--- config.mk ---
export PLATFORM = sky130hd
export DESIGN_NAME = irq_request_capture_v
export DESIGN_NICKNAME = d
export VERILOG_FILES = /design/src/rtl/irq_capture_pkg.sv /design/src/rtl/sync_2ff_v.sv /design/src/rtl/irq_request_capture_v.sv
export SDC_FILE = /design/constraint.sdc
export NUM_CORES = 1
export LEC_CHECK = 0
export ABC_CLOCK_PERIOD_IN_PS = 1850
export CELL_PAD_IN_SITES_DETAIL_PLACEMENT = 1
export CELL_PAD_IN_SITES_GLOBAL_PLACEMENT = 1
export CORE_MARGIN = 8
export CORE_UTILIZATION = 35
export CTS_BUF_LIST = sky130_fd_sc_hd__clkbuf_8
export DETAILED_ROUTE_END_ITERATION = 16
export GPL_TIMING_DRIVEN = 0
export PLACE_DENSITY = 0.83
export SYNTH_ARGS = -nofsm -noshare
export SYNTH_HDL_FRONTEND = slang
export SYNTH_SLANG_ARGS = --single-unit
--- constraint.sdc ---
create_clock -name i_clk -period 1.85 [get_ports i_clk]
set_input_delay 0.37 -clock i_clk [delete_from_list [all_inputs] [get_ports i_clk]]
set_output_delay 0.37 -clock i_clk [all_outputs]
set_load 0.02 [all_outputs]
--- src/rtl/irq_capture_pkg.sv ---
`default_nettype none
// irq_capture_pkg: shared widths and vector/index types for the request-capture stage.
// Rev 1.0
package irq_capture_pkg;
  localparam int WIDTH = 8;
  localparam int IDX_W = 3;

  typedef logic [WIDTH-1:0] req_vec_t;
  typedef logic [IDX_W-1:0] req_idx_t;
endpackage
`default_nettype wire

--- src/rtl/sync_2ff_v.sv ---
`default_nettype none
// sync_2ff_v: vector-wide two-flop synchronizer, both stages async-reset to 0.
// Rev 1.0
module sync_2ff_v #(
  parameter int W = 8
) (
  input  logic         i_clk,
  input  logic         i_rst_n,
  input  logic [W-1:0] i_d,
  output logic [W-1:0] o_q
);
  logic [W-1:0] r_meta;
  logic [W-1:0] r_sync;

  always_ff @(posedge i_clk or negedge i_rst_n) begin
    if (!i_rst_n) begin
      r_meta <= '0;
      r_sync <= '0;
    end else begin
      r_meta <= i_d;
      r_sync <= r_meta;
    end
  end

  assign o_q = r_sync;
endmodule
`default_nettype wire

--- src/rtl/irq_request_capture_v.sv ---
`default_nettype none
// irq_request_capture_v: rising-edge request capture into ack-cleared pending bits with
// sticky lost flags. Optional input synchronizer: IRQ_CAPTURE_SYNC_EN. Rev 1.0
module irq_request_capture_v
  import irq_capture_pkg::*;
(
  input  logic             i_clk,
  input  logic             i_rst_n,
  input  logic [WIDTH-1:0] i_req,
  input  logic [WIDTH-1:0] i_mask,
  input  logic             i_ack,
  input  logic [IDX_W-1:0] i_ack_idx,
  input  logic             i_lost_clr,
  output logic [WIDTH-1:0] o_pending,
  output logic             o_valid,
  output logic [WIDTH-1:0] o_lost
);
  req_vec_t w_sync;
  req_vec_t w_edge;
  req_vec_t w_ack_vec;
  req_vec_t w_pend_nxt;
  req_vec_t w_lost_evt;
  req_vec_t r_prev;
  req_vec_t r_pending;
  req_vec_t r_lost;
  logic     r_valid;

`ifdef IRQ_CAPTURE_SYNC_EN
  sync_2ff_v #(
    .W (WIDTH)
  ) u_sync (
    .i_clk   (i_clk),
    .i_rst_n (i_rst_n),
    .i_d     (i_req),
    .o_q     (w_sync)
  );
`else
  assign w_sync = i_req;
`endif

  always_comb begin
    w_ack_vec = '0;
    if (i_ack) w_ack_vec[i_ack_idx] = 1'b1;
  end

  // prev tracks sync regardless of mask, so unmasking a held-high line is not an event
  assign w_edge     = w_sync & ~r_prev & i_mask;
  assign w_pend_nxt = w_edge | (r_pending & ~w_ack_vec);
  assign w_lost_evt = w_edge & r_pending & ~w_ack_vec;

  always_ff @(posedge i_clk or negedge i_rst_n) begin
    if (!i_rst_n) begin
      r_prev    <= '0;
      r_pending <= '0;
      r_valid   <= 1'b0;
      r_lost    <= '0;
    end else begin
      r_prev    <= w_sync;
      r_pending <= w_pend_nxt;
      r_valid   <= |w_pend_nxt;
      r_lost    <= (i_lost_clr ? '0 : r_lost) | w_lost_evt;
    end
  end

  assign o_pending = r_pending;
  assign o_valid   = r_valid;
  assign o_lost    = r_lost;
endmodule
`default_nettype wire

**Word level (Yosys, flattened, before mapping)**

Index checks and enable logic that the tools add are counted.

- Flip-flop bits (word level): 25
- Input bits: 23
- Logic and storage cells: 21

- Magnitude comparators: 2
- Multiplexer cells: 4
- Bitwise operators: 9
- Reduce and logical (&&, ||, !) cells: 2

Operators with widths:

| kind | count |
|---|---|
| $and 8x8->8 | 5 |
| $mux 8 | 2 |
| $not 8->8 | 2 |
| $or 8x8->8 | 2 |
| $reduce_or 8->1 | 1 |
| $lt 3x4->1 const B | 1 |
| $demux 1 s3 | 1 |
| $ge 3x1->1 const B | 1 |
| $logic_and 1x1->1 | 1 |
| $mux 1 | 1 |

**Logic depth before layout (Yosys ltp)**

- Word-level depth: 9
- Gate-level depth with buffers: 4
- Mapped depth without buffers: 4

**Worst setup path after synthesis**

Ideal clock, no wire load.

- Path type: in2reg
- From: in i_ack_idx[2]
- To: reg r_valid, in the netlist o_valid
- Setup time: 139 ps
- Data arrival time: 1,289 ps
- Setup slack: 423 ps
- Stages: 4
- Buffers on the path: 0
- Path through: nand2b_4 o31ai_2 nand4_1 or4_1

- Cells in the longest elaborated chain, start to end: 9
- Elaborated cells between the ends (all ways): 10
- Classes of those cells: order compare (2); mux (3); bitwise (3); reduce/logical (2)

RTL lines:

| what | line | RTL |
|---|---|---|
| start: declaration | irq_request_capture_v.sv:12 | `input logic [IDX_W-1:0] i_ack_idx,` |
| $lt 3x4->1 (implied by the code) or $ge 3x1->1 (tied branches) | irq_request_capture_v.sv:43 | `if (i_ack) w_ack_vec[i_ack_idx] = 1'b1;` |
| $logic_and 1x1->1 (implied by the code) | irq_request_capture_v.sv:43 |  |
| $mux 1 (implied by the code) | irq_request_capture_v.sv:43 |  |
| $demux 1 s3 (*) | irq_request_capture_v.sv:43 |  |
| $mux 8 (*) | irq_request_capture_v.sv:43 |  |
| $not 8->8 (*) | irq_request_capture_v.sv:48 | `assign w_pend_nxt = w_edge \| (r_pending & ~w_ack_vec);` |
| $and 8x8->8 (*) | irq_request_capture_v.sv:48 |  |
| $or 8x8->8 (*) | irq_request_capture_v.sv:48 |  |
| $reduce_or 8->1 (*) | irq_request_capture_v.sv:60 | `r_valid <= \|w_pend_nxt;` |
| end signal: assignment | irq_request_capture_v.sv:60 |  |
| end: declaration | irq_request_capture_v.sv:26 | `logic r_valid;` |

Mark *: on every way between the ends. The rest lies on a longest branch, timed or not.

**Final worst setup path**

- From: in i_ack
- To: reg r_valid, in the netlist o_valid

- Cells in the longest elaborated chain, start to end: 5

RTL lines:

| what | line | RTL |
|---|---|---|
| start: declaration | irq_request_capture_v.sv:11 | `input logic i_ack,` |
| $mux 8 | irq_request_capture_v.sv:43 |  |
| $not 8->8 | irq_request_capture_v.sv:48 |  |
| $and 8x8->8 | irq_request_capture_v.sv:48 |  |
| $or 8x8->8 | irq_request_capture_v.sv:48 |  |
| $reduce_or 8->1 | irq_request_capture_v.sv:60 |  |

No other way between the ends.

==> impl_results.md <==
- Mean area per synthesized cell: 12.13 sq um
- Crit path cell chain: clkdlybuf4s50_1, nand2_2, o21ai_2, nand4_1, or4_1
- Core area: 2477 sq um
- Crit end category: flip-flop
- TritonCTS clock tree: yes
- EDFF count, synth: 0
- # setup viols final: 0
- R2R Setup Slk: 610 ps
- Syn_nets: 99
- Die X: 67.33 microns
- Number of diodes: 0
- Post-synthesis register bit count: 25
- Fin cells: 148
- Synth warnings: 0
- # Post-CTS Setup Buffers: 0
- DP Wirelength: 2127 microns
- Unique masters post-synth: 16
- First-pass GRT wire length: 4581 microns
- Htree depth: 1
- Vias/cell: 5.101
- # rows: 18
- Number of CTS-inserted buffers: 3
- Clock skew: 1.524 ps
- Proportion of synthesized chip area in sequential cells: 0.6784
- Placed cells: 144
- Grt ovf: 0
- Final worst path period share: 0.9400
- Critical-path top delay cell: clkdlybuf4s50_1
- Final hold slack: 535.1 ps
- Final Hold Fails: 0
- R2R depth: 3
- CTS Hold Bufs: 0
- Total negative setup slack: 0 ps
- Slew Viols, Final: 0
- Antenna violations before repair: 0
- Crit Reg-Reg Endpoint: o_valid
- Clock-pin transition on the worst setup and hold timing paths: 80 ps
- Outcome: finished, final reports clean
- CTS root buf: clkbuf_8
- Worst path arrival time: 1870 ps
- Largest net degree at the start of global routing: 26
- Full die area: 4533 sq um
- Area leader, netlist: dfrtp_1
- Total Wirelength: 2678 microns
- Worst Hold Path Cells: 2
- Hold Crit Start: o_lost[6]
- CP max FO: 4
- Req. time, crit path: 1990 ps
- Power per cell area: 879.7 nW/um^2
- IO Count: 40
- Async S/R FF share, synth: 1.000
- Synth Flop Type: dfrtp_1
- Post-route DRC: 0
- Post-route ant nets: 0
- Area Growth Syn to Fin: 55.77%
- Vias in the first global route: 898
- Routed len/inst: 18.09 microns
- Maximum VDD drop: 504.2 uV
- Drt pass-1 iters: 4
- Share of cells above drive strength 1: 0.1186
- RSZ-0062 raised after global routing: false
- Worst hold path type: reg -> reg
- Final Net Count: 142
- Commonest cells in the netlist: dfrtp_1 (25), nand2_1 (9), inv_1 (8), nand3b_1 (8), o22ai_1 (8)
- Crit-path max cell delay: 560 ps
- Slew headroom: 0.2499
- RR Startpoint: r_prev[3]
- Tmin final: 1739 ps
- Gpl congestion: 0.7345
- Min-Delay Endpoint: o_lost[6]
- Setup CP Type: in -> reg
- Maxcap violations: 0
- Die Y: 67.33 microns
- Fmax: 0.5750 GHz
- Total number of vias: 755
- Clock Latency Late Sink: 260 ps
- Mapped Cells: 76
- Top-area cell type share of the netlist area: 0.6784
- Total track usage: 0.1318
- Initial Util: 0.3722
- Post-Syn Area: 922.1 sq um
- Count leader, synth: dfrtp_1
- Power consumption: 1264 uW
- Startpoint class of the critical path: primary input
- # clock sinks: 25
- Deepest clock path buffer count: 2
- Initial DRC count: 5
- IO buf count: 38
- Fillers: 272
- Synth area leaders: dfrtp_1 (68%), nand3b_1 (6.5%), o22ai_1 (5.4%)
- Leak pwr: 0.0005956 uW
- Slew at the pin with the worst max-slew slack: 1122 ps
per-stage QoR:
step	instance area, sq um	util	setup slack [ps]
after floorplan	922.1	-	422.5
after global placement	1340	0.5409	-214.4
after detailed placement	1340	0.5409	-261.4
after CTS	1395	0.5631	3.618
after global routing	1436	0.5798	21.76
final	1436	0.5798	111.0
flip-flops by register name, summed over array words and instances, names as in the netlist:
| register | flops |
|---|---|
| o_lost | 8 |
| r_prev | 8 |
| o_valid | 1 |
| o_pending | 8 |
layout make-up:
cell class | instances | area [sq um] | area share
clock buffers | 3 | 41.29 | 0.02875
plain buffers | 1 | 3.754 | 0.002613
repair buffers | 38 | 385.4 | 0.2683
inverters | 8 | 30.03 | 0.02091
multi-input cells | 42 | 307.8 | 0.2143
flip-flops and latches | 25 | 625.6 | 0.4355
clock inverters | 1 | 5.005 | 0.003484
well taps | 30 | 37.54 | 0.02613
power by group:
group | internal, uW | switching, uW
Clock | 150 | 163
Combinational | 156 | 163
Sequential | 598 | 33.2
layer usage:
metal | part of all wire | GRT usage | vias to the layer above
li1 | - | - | 350
met1 | 0.42 | 0.1554 | 381
met2 | 0.50 | 0.2186 | 22
met3 | 0.070 | 0.03642 | 2
met4 | 0.0071 | 0.06005 | 0
met5 | 0 | 0 | -
worst max-delay path by stage:
stage / startpoint / to / cells after the start
after floorplan: i_ack_idx[2] / o_valid / 4
after global placement: i_ack_idx[1] / o_valid / 5
after detailed placement: i_ack / o_valid / 5
after CTS: i_ack_idx[0] / o_valid / 5
after global routing: i_ack / o_valid / 5
final: i_ack / o_valid / 5
kinds of logic (layout without fill, tap and decap cells):
logic type	Yosys count	after routing	synth area share
flip-flops	25	25	0.6784
AO/OA/AOI/OAI	16	16	0.1126
AND/OR/NAND/NOR	26	26	0.1723
buffers and inverters	9	51	0.03663
timing repair:
item,in CTS,in global routing
endpoints found under the setup margin,1,1
pin swaps,0,0
hold endpoints to repair,0,0
resized for setup,2,9
worst max-delay path: cells and delay by family:
| family | cells | cell delay [ps] |
|---|---|---|
| AOI/OAI and AO/OA | 1 | 190 |
| buffers and inverters | 1 | 560 |
| and+or+nand+nor | 3 | 760 |
cells in the final DEF (no fill, tap or decap):
master           count
nand2_2              1
dfrtp_1             25
o22ai_1              8
o21ai_1              1
o31ai_4              2
nand3b_1             8
or4_1                1
inv_1                8
clkdlybuf4s50_1     36
clkinv_2             1
clkbuf_8             3
nand2b_1             1
nand2b_4             2
nand4_1              4
o21ai_2              5
nand2_1              9
buf_1                1
dlymetal6s2s_1       2
Power figures use the tool's default switching activity.
